## src/rtl/fpu_seq_pkg.sv

```systemverilog
`default_nettype none
// ============================================================================
// Module   : fpu_seq_pkg
// Brief    : State encoding and shared constants for the FPU register sequencer
// Revision : 1.0
// ============================================================================
package fpu_seq_pkg;

    localparam int unsigned TIMEOUT_DEFAULT = 255;

    typedef enum logic [2:0] {
        ST_IDLE    = 3'd0,
        ST_READ    = 3'd1,
        ST_CAPTURE = 3'd2,
        ST_EXEC    = 3'd3,
        ST_WRITE   = 3'd4
    } seq_state_e;

    // Counter width able to hold TIMEOUT (8 bits for the default of 255).
    function automatic int unsigned cnt_width(input int unsigned timeout);
        return (timeout < 2) ? 1 : $clog2(timeout + 1);
    endfunction

endpackage
`default_nettype wire

```

## src/rtl/fpu_reg_sequencer_if.sv

```systemverilog
`default_nettype none
// ============================================================================
// Module   : fpu_reg_sequencer_if
// Brief    : Request, register-file, FPU and response signals of the sequencer
// Revision : 1.0
// ============================================================================
interface fpu_reg_sequencer_if;

    logic        req_valid;
    logic        req_ready;
    logic [4:0]  req_rd;
    logic [4:0]  req_rs1;
    logic [4:0]  req_rs2;
    logic [4:0]  req_rs3;
    logic        req_wb;

    logic [4:0]  reg1;
    logic [4:0]  reg2;
    logic [4:0]  reg3;
    logic        reg_read;
    logic        reg_write;
    logic [31:0] write_data;
    logic [31:0] operand1;
    logic [31:0] operand2;
    logic [31:0] operand3;

    logic        fpu_valid;
    logic [31:0] fpu_a;
    logic [31:0] fpu_b;
    logic [31:0] fpu_c;
    logic        fpu_done;
    logic [31:0] fpu_result;

    logic        resp_done;
    logic        resp_err;

    modport master (
        input  req_valid, req_rd, req_rs1, req_rs2, req_rs3, req_wb,
        input  operand1, operand2, operand3, fpu_done, fpu_result,
        output req_ready, reg1, reg2, reg3, reg_read, reg_write, write_data,
        output fpu_valid, fpu_a, fpu_b, fpu_c, resp_done, resp_err
    );

    modport slave (
        output req_valid, req_rd, req_rs1, req_rs2, req_rs3, req_wb,
        output operand1, operand2, operand3, fpu_done, fpu_result,
        input  req_ready, reg1, reg2, reg3, reg_read, reg_write, write_data,
        input  fpu_valid, fpu_a, fpu_b, fpu_c, resp_done, resp_err
    );

endinterface
`default_nettype wire

```

## src/rtl/fpu_seq_timer.sv

```systemverilog
`default_nettype none
// ============================================================================
// Module   : fpu_seq_timer
// Brief    : EXEC wait counter; expired_o flags the cycle whose count reaches TIMEOUT
// Revision : 1.0
// ============================================================================
module fpu_seq_timer
    import fpu_seq_pkg::*;
#(
    parameter int unsigned TIMEOUT = TIMEOUT_DEFAULT
) (
    input  logic clk,
    input  logic reset_n,
    input  logic clear_i,
    input  logic enable_i,
    output logic expired_o
);

    localparam int unsigned      CNT_W    = cnt_width(TIMEOUT);
    localparam logic [CNT_W-1:0] LAST_CNT = CNT_W'(TIMEOUT - 1);

    logic [CNT_W-1:0] count_q;
    logic [CNT_W-1:0] count_d;

    always_comb begin
        count_d = count_q;
        if (clear_i) begin
            count_d = '0;
        end else if (enable_i) begin
            count_d = count_q + CNT_W'(1);
        end
    end

    always_ff @(posedge clk) begin
        if (!reset_n) begin
            count_q <= '0;
        end else begin
            count_q <= count_d;
        end
    end

    assign expired_o = enable_i && (count_q == LAST_CNT);

endmodule
`default_nettype wire

```

## src/rtl/fpu_reg_sequencer.sv

```systemverilog
`default_nettype none
// ============================================================================
// Module   : fpu_reg_sequencer
// Brief    : Reads operands, waits for the FPU and writes back one instruction at a time
// Revision : 1.0
// ============================================================================
module fpu_reg_sequencer
    import fpu_seq_pkg::*;
#(
    parameter int unsigned TIMEOUT = TIMEOUT_DEFAULT
) (
    input  logic                clk,
    input  logic                reset_n,
    fpu_reg_sequencer_if.master bus
);

    seq_state_e  state_q, state_d;
    logic [4:0]  rd_q, rd_d;
    logic        wb_q, wb_d;
    logic        req_ready_q, reg_read_q, reg_write_q, fpu_valid_q;
    logic        resp_done_q, resp_done_d, resp_err_q, resp_err_d;
    logic [4:0]  reg1_q, reg1_d, reg2_q, reg2_d, reg3_q, reg3_d;
    logic [31:0] write_data_q, write_data_d;
    logic [31:0] fpu_a_q, fpu_a_d, fpu_b_q, fpu_b_d, fpu_c_q, fpu_c_d;
    logic        exec_expired;

    fpu_seq_timer #(.TIMEOUT(TIMEOUT)) u_timer (
        .clk       (clk),
        .reset_n   (reset_n),
        .clear_i   (state_q != ST_EXEC),
        .enable_i  (state_q == ST_EXEC),
        .expired_o (exec_expired)
    );

    // Output values are computed for the state being entered, so every port is a flop.
    always_comb begin
        state_d      = state_q;
        rd_d         = rd_q;
        wb_d         = wb_q;
        reg1_d       = '0;
        reg2_d       = '0;
        reg3_d       = '0;
        write_data_d = '0;
        fpu_a_d      = fpu_a_q;
        fpu_b_d      = fpu_b_q;
        fpu_c_d      = fpu_c_q;
        resp_done_d  = 1'b0;
        resp_err_d   = 1'b0;
        case (state_q)
            ST_IDLE: begin
                if (bus.req_valid && req_ready_q) begin
                    state_d = ST_READ;
                    rd_d    = bus.req_rd;
                    wb_d    = bus.req_wb;
                    reg1_d  = bus.req_rs1;
                    reg2_d  = bus.req_rs2;
                    reg3_d  = bus.req_rs3;
                end
            end
            ST_READ: begin
                state_d = ST_CAPTURE;
            end
            ST_CAPTURE: begin
                fpu_a_d = bus.operand1;
                fpu_b_d = bus.operand2;
                fpu_c_d = bus.operand3;
                state_d = ST_EXEC;
            end
            ST_EXEC: begin
                if (bus.fpu_done) begin
                    if (wb_q) begin
                        state_d      = ST_WRITE;
                        reg1_d       = rd_q;
                        write_data_d = bus.fpu_result;
                    end else begin
                        state_d     = ST_IDLE;
                        resp_done_d = 1'b1;
                    end
                end else if (exec_expired) begin
                    state_d    = ST_IDLE;
                    resp_err_d = 1'b1;
                end
            end
            ST_WRITE: begin
                state_d     = ST_IDLE;
                resp_done_d = 1'b1;
            end
            default: begin
                state_d = ST_IDLE;
            end
        endcase
    end

    always_ff @(posedge clk) begin
        if (!reset_n) begin
            state_q      <= ST_IDLE;
            rd_q         <= '0;
            wb_q         <= 1'b0;
            req_ready_q  <= 1'b0;
            reg_read_q   <= 1'b0;
            reg_write_q  <= 1'b0;
            fpu_valid_q  <= 1'b0;
            reg1_q       <= '0;
            reg2_q       <= '0;
            reg3_q       <= '0;
            write_data_q <= '0;
            fpu_a_q      <= '0;
            fpu_b_q      <= '0;
            fpu_c_q      <= '0;
            resp_done_q  <= 1'b0;
            resp_err_q   <= 1'b0;
        end else begin
            state_q      <= state_d;
            rd_q         <= rd_d;
            wb_q         <= wb_d;
            req_ready_q  <= (state_d == ST_IDLE);
            reg_read_q   <= (state_d == ST_READ);
            reg_write_q  <= (state_d == ST_WRITE);
            fpu_valid_q  <= (state_d == ST_EXEC);
            reg1_q       <= reg1_d;
            reg2_q       <= reg2_d;
            reg3_q       <= reg3_d;
            write_data_q <= write_data_d;
            fpu_a_q      <= fpu_a_d;
            fpu_b_q      <= fpu_b_d;
            fpu_c_q      <= fpu_c_d;
            resp_done_q  <= resp_done_d;
            resp_err_q   <= resp_err_d;
        end
    end

    assign bus.req_ready  = req_ready_q;
    assign bus.reg_read   = reg_read_q;
    assign bus.reg_write  = reg_write_q;
    assign bus.reg1       = reg1_q;
    assign bus.reg2       = reg2_q;
    assign bus.reg3       = reg3_q;
    assign bus.write_data = write_data_q;
    assign bus.fpu_valid  = fpu_valid_q;
    assign bus.fpu_a      = fpu_a_q;
    assign bus.fpu_b      = fpu_b_q;
    assign bus.fpu_c      = fpu_c_q;
    assign bus.resp_done  = resp_done_q;
    assign bus.resp_err   = resp_err_q;

endmodule
`default_nettype wire

```

## src/flat_wrapper.sv

```systemverilog
// flat-port wrapper written by rule: the top's interface ports become plain ports
module fpu_reg_sequencer_flat import fpu_seq_pkg::*;
#(
    parameter int unsigned TIMEOUT = TIMEOUT_DEFAULT
)
  (clk, reset_n, bus_req_valid, bus_req_rd, bus_req_rs1, bus_req_rs2, bus_req_rs3, bus_req_wb, bus_operand1, bus_operand2, bus_operand3, bus_fpu_done, bus_fpu_result, bus_req_ready, bus_reg1, bus_reg2, bus_reg3, bus_reg_read, bus_reg_write, bus_write_data, bus_fpu_valid, bus_fpu_a, bus_fpu_b, bus_fpu_c, bus_resp_done, bus_resp_err);
  fpu_reg_sequencer_if bus_i ();
  input  logic clk;
  input  logic reset_n;
  input wire logic [$bits(bus_i.req_valid)-1:0] bus_req_valid;
  input wire logic [$bits(bus_i.req_rd)-1:0] bus_req_rd;
  input wire logic [$bits(bus_i.req_rs1)-1:0] bus_req_rs1;
  input wire logic [$bits(bus_i.req_rs2)-1:0] bus_req_rs2;
  input wire logic [$bits(bus_i.req_rs3)-1:0] bus_req_rs3;
  input wire logic [$bits(bus_i.req_wb)-1:0] bus_req_wb;
  input wire logic [$bits(bus_i.operand1)-1:0] bus_operand1;
  input wire logic [$bits(bus_i.operand2)-1:0] bus_operand2;
  input wire logic [$bits(bus_i.operand3)-1:0] bus_operand3;
  input wire logic [$bits(bus_i.fpu_done)-1:0] bus_fpu_done;
  input wire logic [$bits(bus_i.fpu_result)-1:0] bus_fpu_result;
  output wire logic [$bits(bus_i.req_ready)-1:0] bus_req_ready;
  output wire logic [$bits(bus_i.reg1)-1:0] bus_reg1;
  output wire logic [$bits(bus_i.reg2)-1:0] bus_reg2;
  output wire logic [$bits(bus_i.reg3)-1:0] bus_reg3;
  output wire logic [$bits(bus_i.reg_read)-1:0] bus_reg_read;
  output wire logic [$bits(bus_i.reg_write)-1:0] bus_reg_write;
  output wire logic [$bits(bus_i.write_data)-1:0] bus_write_data;
  output wire logic [$bits(bus_i.fpu_valid)-1:0] bus_fpu_valid;
  output wire logic [$bits(bus_i.fpu_a)-1:0] bus_fpu_a;
  output wire logic [$bits(bus_i.fpu_b)-1:0] bus_fpu_b;
  output wire logic [$bits(bus_i.fpu_c)-1:0] bus_fpu_c;
  output wire logic [$bits(bus_i.resp_done)-1:0] bus_resp_done;
  output wire logic [$bits(bus_i.resp_err)-1:0] bus_resp_err;
  assign bus_i.req_valid = bus_req_valid;
  assign bus_i.req_rd = bus_req_rd;
  assign bus_i.req_rs1 = bus_req_rs1;
  assign bus_i.req_rs2 = bus_req_rs2;
  assign bus_i.req_rs3 = bus_req_rs3;
  assign bus_i.req_wb = bus_req_wb;
  assign bus_i.operand1 = bus_operand1;
  assign bus_i.operand2 = bus_operand2;
  assign bus_i.operand3 = bus_operand3;
  assign bus_i.fpu_done = bus_fpu_done;
  assign bus_i.fpu_result = bus_fpu_result;
  assign bus_req_ready = bus_i.req_ready;
  assign bus_reg1 = bus_i.reg1;
  assign bus_reg2 = bus_i.reg2;
  assign bus_reg3 = bus_i.reg3;
  assign bus_reg_read = bus_i.reg_read;
  assign bus_reg_write = bus_i.reg_write;
  assign bus_write_data = bus_i.write_data;
  assign bus_fpu_valid = bus_i.fpu_valid;
  assign bus_fpu_a = bus_i.fpu_a;
  assign bus_fpu_b = bus_i.fpu_b;
  assign bus_fpu_c = bus_i.fpu_c;
  assign bus_resp_done = bus_i.resp_done;
  assign bus_resp_err = bus_i.resp_err;
  fpu_reg_sequencer #(.TIMEOUT(TIMEOUT)) u_core (.clk(clk), .reset_n(reset_n), .bus(bus_i));
endmodule
```

## config.mk

```make
export PLATFORM = sky130hd
export DESIGN_NAME = fpu_reg_sequencer_flat
export DESIGN_NICKNAME = d
export VERILOG_FILES = /design/src/rtl/fpu_seq_pkg.sv /design/src/rtl/fpu_reg_sequencer_if.sv /design/src/rtl/fpu_seq_timer.sv /design/src/rtl/fpu_reg_sequencer.sv /design/src/flat_wrapper.sv
export SDC_FILE = /design/constraint.sdc
export NUM_CORES = 1
export LEC_CHECK = 0
export ABC_AREA = 1
export CAP_MARGIN = 10
export CORE_MARGIN = 8
export CORE_UTILIZATION = 26
export DETAILED_ROUTE_END_ITERATION = 7
export GPL_TIMING_DRIVEN = 0
export PLACE_DENSITY = 0.56
export SYNTH_ARGS = -nofsm -noshare
export SYNTH_HDL_FRONTEND = slang
export SYNTH_HIERARCHICAL = 1
export SYNTH_SLANG_ARGS = --single-unit
export TNS_END_PERCENT = 100
```

## constraint.sdc

```tcl
create_clock -name clk -period 2.15 [get_ports clk]
set_clock_uncertainty 0.2 [all_clocks]
set_input_delay 0.215 -clock clk [delete_from_list [all_inputs] [get_ports clk]]
set_output_delay 0.215 -clock clk [all_outputs]
set_load 0.01 [all_outputs]
```

[Word-level counts from Yosys, hierarchy flattened]
Cells that the tools add are included.
Word-level totals
  bits of input ports: 153
  bits in registers: 166
  logic and storage cells: 51
  output and inout port bits: 149
Operators by class
  reductions and logical operators: 9
  add/subtract/negate cells: 1
  bitwise gates (word level): 2
  mux-type cells: 13
  eq/ne operators: 9
Operators with widths (number)
  $mux 5: 3
  $mux 3: 4
  $pmux 3 s4: 1
  $pmux 5 s2: 1
  $eq 3x2->1 const B: 3
  $add 8x1->8 const B: 1
  $eq 8x8->1 const B: 1
  $eq 3x1->1 const B: 2
  $eq 3x3->1 const B: 2
  $logic_not 3->1: 2
  $reduce_and 4->1: 1
  $mux 1: 3
  $ne 3x2->1 const B: 1
  $reduce_and 3->1: 1
  $reduce_or 3->1: 1
  $logic_and 1x1->1: 2
  $not 1->1: 2
  $pmux 1 s2: 1
  $reduce_and 2->1: 1
  $reduce_or 2->1: 1

[Depth between registers and ports, before layout]
Gate-level depths: netlist (run 1).
  depth in word-level cells: 6
  mapped depth: 10
  mapped depth without buffers: 10

[Cells and area by module]
The synthesis (run 1) kept the hierarchy.
By module, submodules not included
  fpu_reg_sequencer: seq. area each 3163.0 um^2, cells an instance 669, area each 5342.6 um^2, times used 1
  fpu_seq_timer: seq. area each 160.2 um^2, cells an instance 53, area each 379.1 um^2, times used 1

[Least setup slack after synthesis (run 1)]
OpenSTA, ideal clock, no wires.
  path kind: register to register
  start point: reg u_core.state_q[1]
  end point: reg u_core.req_ready_q, in the netlist u_core/bus.req_ready
  setup slack: 0.565 ns
  buffers on the path: 0
  cell stages (with the launch flop): 11
  arrival: 1.321 ns
  data required time: 1.886 ns
  path through: dfxtp_1 -> nand2_1 -> nor2_4 -> nand4_1 -> nor3_1 -> inv_1 -> nand2_1 -> nand2_1 -> nand2_1 -> nand3_1 -> nor2_1
On the way
  word-level cells in the longest chain between the ends: 6
  elaborated cells between the ends (all ways): 10
Ends and longest elaborated chain
  start: declaration: line fpu_reg_sequencer.sv:17  | seq_state_e state_q, state_d;
  start signal: assignment: line fpu_reg_sequencer.sv:113  | state_q <= state_d;
  $eq 3x2->1: line fpu_reg_sequencer.sv:31  | .enable_i (state_q == ST_EXEC),
  $logic_and 1x1->1: line fpu_seq_timer.sv:42  | assign expired_o = enable_i && (count_q == LAST_CNT);
  via u_core.exec_expired: line fpu_reg_sequencer.sv:25  | logic exec_expired;
  $mux 3: line fpu_reg_sequencer.sv:79  | end else if (exec_expired) begin
  $mux 3: line fpu_reg_sequencer.sv:70  | if (bus.fpu_done) begin
  $pmux 3 s4: line fpu_reg_sequencer.sv:49  | case (state_q)
  $logic_not 3->1: line fpu_reg_sequencer.sv:116  | req_ready_q <= (state_d == ST_IDLE);
  end signal: assignment: line fpu_reg_sequencer.sv:116
  end: declaration: line fpu_reg_sequencer.sv:20  | logic req_ready_q, reg_read_q, reg_write_q, fpu_valid_q;
The timed path passes the listed nets, and every way through them passes these cells.
A chain may end at the register's enable or synchronous reset.

[Worst setup path after layout (run 1)]
  start point: reg u_core.fpu_b_q[10], in the netlist u_core/bus.fpu_b[10]
  end point: out bus_fpu_b[10]
RTL lines
  start: declaration: line fpu_reg_sequencer.sv:24  | logic [31:0] fpu_a_q, fpu_a_d, fpu_b_q, fpu_b_d, fpu_c_q, fpu_c_d;
  start signal: assignment: line fpu_reg_sequencer.sv:125  | fpu_b_q <= fpu_b_d;
  end: declaration: line flat_wrapper.sv:30  | output wire logic [$bits(bus_i.fpu_b)-1:0] bus_fpu_b;
No word-level cell between the ends.

==> impl_metrics.json, run 1 <==
{
  "outcome": "finished clean",
  "sequential_share_of_the_synthesized_area": 0.581,
  "gr-usage-all-layers": 0.145,
  "vias_in_the_first_global_route": 5315,
  "kind_of_launch_point_of_the_worst_setup_path": "flop",
  "path_class": "flop to output pin",
  "drv_slew": 0,
  "vias": 5470,
  "multiInputGateArea_um2": 1930,
  "critPathLaunch": "u_core/bus.fpu_b[10]",
  "drt_pre_antenna_iters": 4,
  "synth_top_flop_cell": "dfxtp_1",
  "finish.net_count": 1197,
  "report.final.setup_viol": 0,
  "drt-wirelength-per-cell_um": 14.9,
  "fin_area_um2": 9680,
  "timing.max_cap.violations": 0,
  "layout_min_cycle_time_ns": 1.79,
  "post_route_cells_drive_above_1_share": 0.0588,
  "fin_hold_viols": 0,
  "cpPeakStageDelay_ns": 0.58,
  "core_area_um2": 21700,
  "number_of_warnings_printed_during_yosys_synthesis": 6,
  "worst_skew_pair.late_latency_ns": 0.42,
  "area_growth_syn_to_layout_pct": 69.3,
  "avgViaCountPerCell": 4.09,
  "boundaryPins": 302,
  "antenna_left": 0,
  "tritoncts.num_buffers": 17,
  "cell_internal_pwr_uw": 5830,
  "overflow_left_after_global_routing": 0,
  "path_delay_family": "buffers and inverters",
  "post_synthesis_async_set_or_reset_flop_share": 0,
  "detailedPlacementHpwl_mm": 15.8,
  "slew_at_the_pin_closest_to_its_max_slew_limit_ns": 0.534,
  "hold_path_class": "input port to flop",
  "cts.path.max_buffers": 2,
  "synth_area_per_cell_um2": 7.92,
  "post-route-period-util": 0.831,
  "postCtsSetupRepairBufs": 0,
  "die_width_um": 164,
  "netlist-cell-type-count": 24,
  "routed_wl_mm": 19.9,
  "syn-cell-area_um2": 5720,
  "placed_cell_area_um2": 9070,
  "number_of_buffers_inserted_by_port_buffering": 300,
  "power.share.sequential": 0.429,
  "synth_nets": 877,
  "tritoncts_clock_tree": "done",
  "setup.worst_path.end_class": "output pin",
  "die_h_um": 164,
  "netSwitchingPower_uw": 2200,
  "layout_common_cells": "clkdlybuf4s50_1, nor2_1, dfxtp_1, o21ai_0, inv_1",
  "setup_tns_ns": 0,
  "critPathArrivalTime_ns": 1.37,
  "postSynthCellCount": 722,
  "layout.cells.most_common": "clkdlybuf4s50_1",
  "power_frac_comb": 0.188,
  "synth-edff-count": 0,
  "die_area_um2": 27000,
  "cp_data_required_time_ns": 1.74,
  "layout.area.seq_um2": 3320,
  "critical_path_peak_fanout": 2,
  "cell_at_the_root_of_the_clock_tree": "clkbuf_16",
  "dr.first_iter.drc_count": 217,
  "hold_start": "bus_fpu_result[12]",
  "final_weighted_congestion_in_routability_driven_placement": 0.770,
  "maxSlewHeadroom": 0.644,
  "yosys_register_bits": 166,
  "power.density_cell_area_nw_per_um2": 829,
  "maxClockFrequency_mhz": 560,
  "initial_core_util": 0.264,
  "fillcell_total": 2211,
  "first_pass_grt_wire_length_mm": 30.0,
  "grt_antenna_before_repair": 1,
  "cell_chain_critical_path": "clkdlybuf4s50_1",
  "cp_max_stage_cell": "clkdlybuf4s50_1",
  "r2r_start": "u_core/state_q[1]",
  "clock_edge_transition_at_the_registers_on_the_reported_setup_and_hold_paths_ns": 0.07,
  "cts.sinks": 166,
  "final_core_util": 0.447,
  "power.ir.vdd_worst_v": 0.000436,
  "row_count": 54,
  "critical_path_buffers_and_inverters": 1,
  "clockPowerShare": 0.383,
  "switching_share": 0.274,
  "leakage_uw": 0.00386,
  "grt_max_degree": 18,
  "htree_levels": 4,
  "rsz0062_at_grt": "no",
  "drc": 0
}
==> what timing repair did <==
item                      4_1_cts  5_1_grt
hold endpoints to repair        2        0
hold buffers                    1        0
gates resized for setup         0        0
==> worst paths after layout <==
path                                             endpoint  slack, ns  cells past startpoint
worst min register to register  u_core/u_timer/count_q[4]       0.28                      2
worst max-delay path                        bus_fpu_b[10]       0.36                      1
worst min-delay path            u_core/bus.write_data[12]       0.11                      3
worst max register to register       u_core/bus.req_ready       0.38                     10
==> state kept, by name (all words and copies together), names as in the netlist, 8 cells and up <==
register,count
u_core/u_timer/count_q,8
u_core/bus.fpu_c,32
u_core/bus.write_data,32
u_core/bus.fpu_b,32
u_core/bus.fpu_a,32
==> Yosys cell counts, types with 3 or more instances <==
master,instances,area (um^2)
nand2_1,41,154
nor2_4,3,33.8
buf_6,9,101
inv_1,61,229
buf_2,10,50.1
dfxtp_1,166,3320
nand3_1,13,65.1
clkbuf_1,15,56.3
a21oi_1,7,35.0
o21ai_0,90,450
nor2_1,281,1050
o21ai_1,10,50.1
==> power groups by stage <==
stage / combinational, uW / sequential (uW) / clock [uW]
after floorplan: 525 / 3610 / 0
after global placement: 1530 / 3500 / 0
after detailed placement: 1530 / 3510 / 0
after CTS: 1540 / 3440 / 3210
after global routing: 1670 / 3470 / 3330
final: 1510 / 3440 / 3080
==> layout make-up <==
| type | instances | area share |
|---|---|---|
| Buffer | 37 | 0.0234 |
| Timing Repair Buffer | 301 | 0.311 |
| Inverter | 64 | 0.0248 |
| Antenna cell | 1 | 0.000258 |
| Sequential cell | 166 | 0.343 |
| Tap cell | 280 | 0.0362 |
| Multi-Input combinational cell | 455 | 0.199 |
| Clock inverter | 14 | 0.0163 |
| Clock buffer | 18 | 0.0453 |
==> per-layer routing <==
metal  vias to the layer above  wire length, um  part of all wire  GRT usage
li1                       2868                -                 -          -
met1                      2394             8030              0.40      0.161
met2                       184             9300              0.47      0.236
met3                        22             2260              0.11     0.0732
met4                         2              283             0.014     0.0504
met5                         -               13           0.00065          0
==> stage by stage <==
stage	power [uW]	worst slack (ns)	std cells	hold WS [ns]
2_1_floorplan	4130	0.565	722	0.127
3_3_place_gp	5030	-0.0615	1302	0.254
3_5_place_dp	5040	-0.0617	1302	0.272
4_1_cts	8190	0.310	1335	0.0769
5_1_grt	8470	0.171	1335	0.0911
6_report	8020	0.364	1336	0.106
==> cell families after synthesis <==
family,count (synthesis),share of synthesized area
DFF,166,0.581
and+or+nand+nor,345,0.239
AOI/OAI and AO/OA,108,0.0947
adders and majority gates,2,0.00437
buffers and inverters,101,0.0816
No activity file was read; power rests on OpenSTA's default activity.
==> inputs of run 2 (changes only) <==
- clock period: 2.15 -> 1.8 ns (I/O delays scaled with it)
==> run 2 against run 1 <==
Critical path depth is the same; sequential share of layout area is 0.10 points lower; utilization increased by 0.15 points; register-to-register slack worse by 0.18 ns; worst setup slack worse by 0.30 ns; combinational power up 19%; die area did not move; global-route usage hardly changed; cell area grew 0.34%; sequential cell count is the same.
==> impl_metrics.json, run 2 (synthesis gave the netlist of run 1 again) <==
{
  "outcome": "finished clean",
  "r2r_start": "u_core/state_q[2]",
  "die_h_um": 164,
  "drt_pre_antenna_iters": 5,
  "slew_at_the_pin_closest_to_its_max_slew_limit_ns": 0.444,
  "finish.net_count": 1199,
  "core_area_um2": 21700,
  "worst_skew_pair.late_latency_ns": 0.42,
  "power.density_cell_area_nw_per_um2": 987,
  "layout.cells.non_filler": 1338,
  "path_delay_family": "buffers and inverters",
  "die_area_um2": 27000,
  "layout_common_cells": "clkdlybuf4s50_1, nor2_1, dfxtp_1, o21ai_0, inv_1",
  "drv_slew": 0,
  "grt_antenna_before_repair": 1,
  "layout_min_cycle_time_ns": 1.74,
  "leakage_uw": 0.00394,
  "setup.worst_path.end_class": "output pin",
  "routed_wl_mm": 19.9,
  "cts.path.max_buffers": 2,
  "hold_end": "u_core/bus.write_data[12]",
  "critical_path_cell_count": 1,
  "timing.max_cap.violations": 0,
  "critical_path_peak_fanout": 2,
  "fin_hold_viols": 0,
  "layout.cells.most_common": "clkdlybuf4s50_1",
  "boundaryPins": 302,
  "path_class": "flop to output pin",
  "tritoncts_clock_tree": "done",
  "vias_in_the_first_global_route": 5331,
  "placed_cell_area_um2": 9070,
  "fillcell_total": 2210,
  "maxSlewHeadroom": 0.704,
  "hold_start": "bus_fpu_result[12]",
  "critPathLaunch": "u_core/bus.fpu_a[23]",
  "regToRegSetupSlack_ns": 0.20,
  "worst_r2r_endpoint": "u_core/bus.fpu_c[21]",
  "row_count": 54,
  "number_of_buffers_inserted_by_port_buffering": 300,
  "gr-usage-all-layers": 0.145,
  "area_growth_syn_to_layout_pct": 69.8,
  "hold_path_class": "input port to flop",
  "placed_cell_count": 1302,
  "power.ir.vdd_worst_v": 0.000523,
  "initial_core_util": 0.264,
  "cts.sinks": 166,
  "cp_data_required_time_ns": 1.42,
  "htree_levels": 4,
  "detailedPlacementHpwl_mm": 15.8,
  "die_width_um": 164,
  "cell_chain_critical_path": "clkdlybuf4s50_1",
  "overflow_left_after_global_routing": 0,
  "critPathArrivalTime_ns": 1.36,
  "report.final.setup_viol": 0,
  "cpPeakStageDelay_ns": 0.60,
  "cp_max_stage_cell": "clkdlybuf4s50_1",
  "dr.first_iter.drc_count": 234,
  "kind_of_launch_point_of_the_worst_setup_path": "flop",
  "vias": 5460,
  "drc": 0,
  "antenna_left": 0,
  "post-route-period-util": 0.966,
  "cell_at_the_root_of_the_clock_tree": "clkbuf_16",
  "clock_edge_transition_at_the_registers_on_the_reported_setup_and_hold_paths_ns": 0.07,
  "fin_area_um2": 9720,
  "min_delay_path_depth": 3,
  "critical_path_buffers_and_inverters": 1,
  "first_pass_grt_wire_length_mm": 30.0,
  "post_route_cells_drive_above_1_share": 0.0653,
  "grt_max_degree": 18,
  "rsz0062_at_grt": "no",
  "final_weighted_congestion_in_routability_driven_placement": 0.770,
  "avgViaCountPerCell": 4.08,
  "drt-wirelength-per-cell_um": 14.9,
  "maxClockFrequency_mhz": 575,
  "tritoncts.num_buffers": 17,
  "worstRegToRegCells": 5
}
run 2: changes by cell type in the layout (fill, tap and decap cells not counted):
cell | previous run | this run
buf_1 | 1 | 0
clkbuf_2 | 0 | 4
dlygate4sd2_1 | 0 | 1
clkdlybuf4s50_1 | 300 | 296
nor2_2 | 1 | 0
nor2_4 | 3 | 4
clkbuf_1 | 15 | 12
dfxtp_2 | 0 | 1
dlymetal6s2s_1 | 0 | 3
dfxtp_1 | 166 | 165
buf_4 | 2 | 4
run 2: what timing repair did:
item,in CTS,in global routing
hold buffers,1,0
resized for setup,1,12
pin swaps,1,0
hold endpoints to repair,2,0
endpoints found under the setup margin,2,15
buffers inserted,2,0
run 2: how the worst max path moves through the flow:
stage / to
finish: bus_fpu_a[23]
global route: bus_fpu_b[11]
CTS: bus_fpu_b[10]
detailed placement: u_core/bus.fpu_a[29]
global placement: u_core/bus.fpu_a[27]
floorplan: u_core/bus.req_ready
run 2: final cells by class:
cell class	instances	area (um^2)	share of cell area
diodes	1	2.50	0.000258
plain buffers	37	231	0.0238
clock buffers	18	439	0.0452
clock inverters	14	158	0.0162
inverters	64	240	0.0247
multi-input cells	455	1940	0.199
flip-flops and latches	166	3320	0.342
well taps	280	350	0.0361
repair buffers	303	3030	0.312
run 2: metal layers:
metal	routed length (um)	vias to the layer above	GRT usage
li1	-	2871	-
met1	7960	2371	0.161
met2	9310	193	0.237
met3	2340	23	0.0732
met4	293	2	0.0504
met5	11	-	0
run 2: where the power goes:
group          switching (uW)  internal, uW
Sequential                148          3960
Clock                    1670          2010
Combinational             813           988
Total                    2630          6960
run 2: tightest hold or removal path, stage by stage:
cell and delay, ns:
clkdlybuf4s50_1 0.39, inv_1 0.05, nor2_1 0.03
run 2: per-stage QoR:
step                      worst slack, ns  setup TNS (ns)  power, uW  hold WS [ns]   util
final                              0.0604               0       9590        0.0708  0.448
after global routing              0.00178               0      10100        0.0561  0.448
after CTS                         0.00469               0       9780        0.0419  0.447
after detailed placement           -0.377          -14.37       6020         0.272  0.418
after global placement             -0.377          -14.69       6010         0.254  0.418
after floorplan                     0.215               0       4930        0.0922      -
==> inputs of run 3 (changes only) <==
- PLACE_DENSITY: 0.56 -> not set
- SYNTH_HIERARCHICAL: 1 -> not set
==> run 3 against run 2 <==
Largest cell class unchanged; non-clock buffer count down 1; clock power is 3% lower; die area fell by 3.0%; sequential cell count stayed put; first-iteration DRC count grew 13%; largest power group unchanged.
==> impl_metrics.json, run 3 <==
{
  "outcome": "finished clean",
  "path_delay_family": "buffers and inverters",
  "fin_hold_viols": 0,
  "antenna_left": 0,
  "n_antenna_cell": 0,
  "final_core_util": 0.452,
  "layout_min_cycle_time_ns": 1.75,
  "die_width_um": 162,
  "worst_skew_pair.late_latency_ns": 0.41,
  "leakage_uw": 0.00362,
  "vias_in_the_first_global_route": 5232,
  "initial_core_util": 0.264,
  "drt_pre_antenna_iters": 4,
  "sequential_share_of_the_synthesized_area": 0.601,
  "placed_cell_area_um2": 8880,
  "cell_at_the_root_of_the_clock_tree": "clkbuf_16",
  "netlist-cell-type-count": 24,
  "detailroute.wirelength.met2_mm": 9.57,
  "worst_r2r_endpoint": "u_core.bus.req_ready",
  "layout.cells.non_filler": 1288,
  "regToRegSetupSlack_ns": 0.14,
  "cell_chain_critical_path": "clkdlybuf4s50_1",
  "maxClockFrequency_mhz": 573,
  "min_delay_path_depth": 3,
  "yosys_register_bits": 166,
  "worstRegToRegCells": 6,
  "cp_max_stage_cell": "clkdlybuf4s50_1",
  "critPathCapture": "bus_fpu_a[10]",
  "finish.net_count": 1155,
  "drt-wirelength-per-cell_um": 15.6,
  "power.ir.vdd_worst_v": 0.000614,
  "postSynthCellCount": 679,
  "number_of_warnings_printed_during_yosys_synthesis": 0,
  "number_of_buffers_inserted_by_port_buffering": 300,
  "library_cell_occupying_the_most_area_in_the_post_synthesis_netlist": "dfxtp_1",
  "die_h_um": 162,
  "layout.cells.most_common": "clkdlybuf4s50_1",
  "highest_layer": "met4",
  "slew_at_the_pin_closest_to_its_max_slew_limit_ns": 0.549,
  "layout_common_cells": "clkdlybuf4s50_1, nand2_1, dfxtp_1, a21oi_1, nor2_1",
  "drc": 0,
  "synth_top_cell_area_share": 0.601,
  "report.final.setup_viol": 0,
  "die_area_um2": 26200,
  "critPathArrivalTime_ns": 1.37,
  "critical_path_buffers_and_inverters": 1,
  "cts.path.max_buffers": 2,
  "htree_levels": 4,
  "drv_slew": 0,
  "overflow_left_after_global_routing": 0,
  "core_area_um2": 21000,
  "synth_nets": 834,
  "first_pass_grt_wire_length_mm": 30.3,
  "synth_area_per_cell_um2": 8.14,
  "syn-cell-area_um2": 5530,
  "hold_path_class": "input port to flop",
  "gr-usage-all-layers": 0.149,
  "post-route-period-util": 0.970,
  "maxSlewHeadroom": 0.634,
  "critical_path_peak_fanout": 2,
  "grt_max_degree": 17,
  "setup.worst_path.end_class": "output pin",
  "fin_area_um2": 9480,
  "hold-worst-slack_ns": 0.0739,
  "avgViaCountPerCell": 4.16,
  "grt_antenna_before_repair": 0,
  "vias": 5360,
  "wl_met1_mm": 8.27,
  "post_route_cells_drive_above_1_share": 0.0711,
  "post_synthesis_async_set_or_reset_flop_share": 0,
  "synthTopCellsByArea": "dfxtp_1, nand2_1, a21oi_1",
  "tritoncts_clock_tree": "done",
  "synth-edff-count": 0,
  "boundaryPins": 302,
  "cts.sinks": 166,
  "synth_most_common_cell": "nand2_1",
  "row_count": 53,
  "placed_cell_count": 1254,
  "synth_commonest_cells": "nand2_1, dfxtp_1, a21oi_1",
  "power.density_cell_area_nw_per_um2": 957,
  "cp_data_required_time_ns": 1.42,
  "postCtsSetupRepairBufs": 0,
  "path_class": "flop to output pin",
  "tritoncts.num_buffers": 17,
  "detailroute.wirelength.met3_mm": 2.05,
  "area_growth_syn_to_layout_pct": 71.5,
  "r2r_start": "u_core.state_q[2]",
  "routed_wl_mm": 20.1,
  "clock_edge_transition_at_the_registers_on_the_reported_setup_and_hold_paths_ns": 0.07,
  "final_weighted_congestion_in_routability_driven_placement": 0.805,
  "synth_top_flop_cell": "dfxtp_1",
  "critPathLaunch": "u_core.bus.fpu_a[10]",
  "kind_of_launch_point_of_the_worst_setup_path": "flop",
  "detailedPlacementHpwl_mm": 15.6,
  "critical_path_cell_count": 1,
  "cpPeakStageDelay_ns": 0.58,
  "timing.max_cap.violations": 0,
  "dr.first_iter.drc_count": 265
}
==> run 3: cell types whose count changed in the layout (fill, tap and decap cells not counted), sizes merged, moves of 3 or more <==
cell,before,now
nand3,14,9
nor2,285,67
inv,71,67
nand2,43,206
clkdlybuf4s50,296,299
a21oi,7,110
o21ai,100,9
==> run 3: final cells by class <==
cell class	count	area, um^2
Buffer	37	201
Clock inverter	14	140
Tap cell	275	344
Multi-Input combinational cell	414	1780
Sequential cell	166	3320
Fill cell	2139	11500
Clock buffer	18	429
Inverter	62	234
Timing Repair Buffer	302	3030
==> run 3: how the worst min path moves through the flow <==
stage	start	to	slack (ns)
after global routing	bus_fpu_result[21]	u_core.bus.write_data[21]	0.05
after detailed placement	u_core.rd_q[3]	u_core.rd_q[3]	0.24
final	bus_fpu_result[13]	u_core.bus.write_data[13]	0.07
after CTS	bus_fpu_result[13]	u_core.bus.write_data[13]	0.05
after global placement	u_core.u_timer.count_q[5]	u_core.u_timer.count_q[5]	0.24
after floorplan	bus_fpu_done	u_core.bus.resp_err	0.06
==> run 3: per-layer routing <==
layer  track usage  up-vias
met3        0.0602       15
met5             0        -
met1         0.169     2376
met4        0.0404        0
met2         0.253      210
li1              -     2759
==> run 3: logic make-up (layout without fill, tap and decap cells) <==
family,count (synthesis),count (layout),share of synthesized area
and+or+nand+nor,289,289,0.205
DFF,166,166,0.601
AOI/OAI and AO/OA,122,122,0.111
buffers and inverters,99,433,0.0767
adders and majority gates,2,2,0.00453
xor gates and xnor gates,1,1,0.00158
==> run 3: metrics by stage <==
stage	setup slack (ns)	total power, uW	TNS (ns)
2_1_floorplan	0.474	4660	0
3_3_place_gp	0.0268	5580	0
3_5_place_dp	0.0170	5590	0
4_1_cts	0.00392	9200	0
5_1_grt	-0.000285	9500	-0.000285
6_report	0.0535	9070	0
==> run 3: what timing repair did <==
action | in CTS | in global routing
endpoints found under the hold margin | 9 | 0
hold buffers | 2 | 0
setup endpoints to repair | 0 | 64
gates resized for setup | 0 | 15
==> run 3: report_power, final <==
part           internal, uW  total (uW)  switching [uW]  leakage [uW]
Clock                  1940        3570            1630      0.000268
Combinational           804        1500             697       0.00201
Sequential             3890        4000             106       0.00134
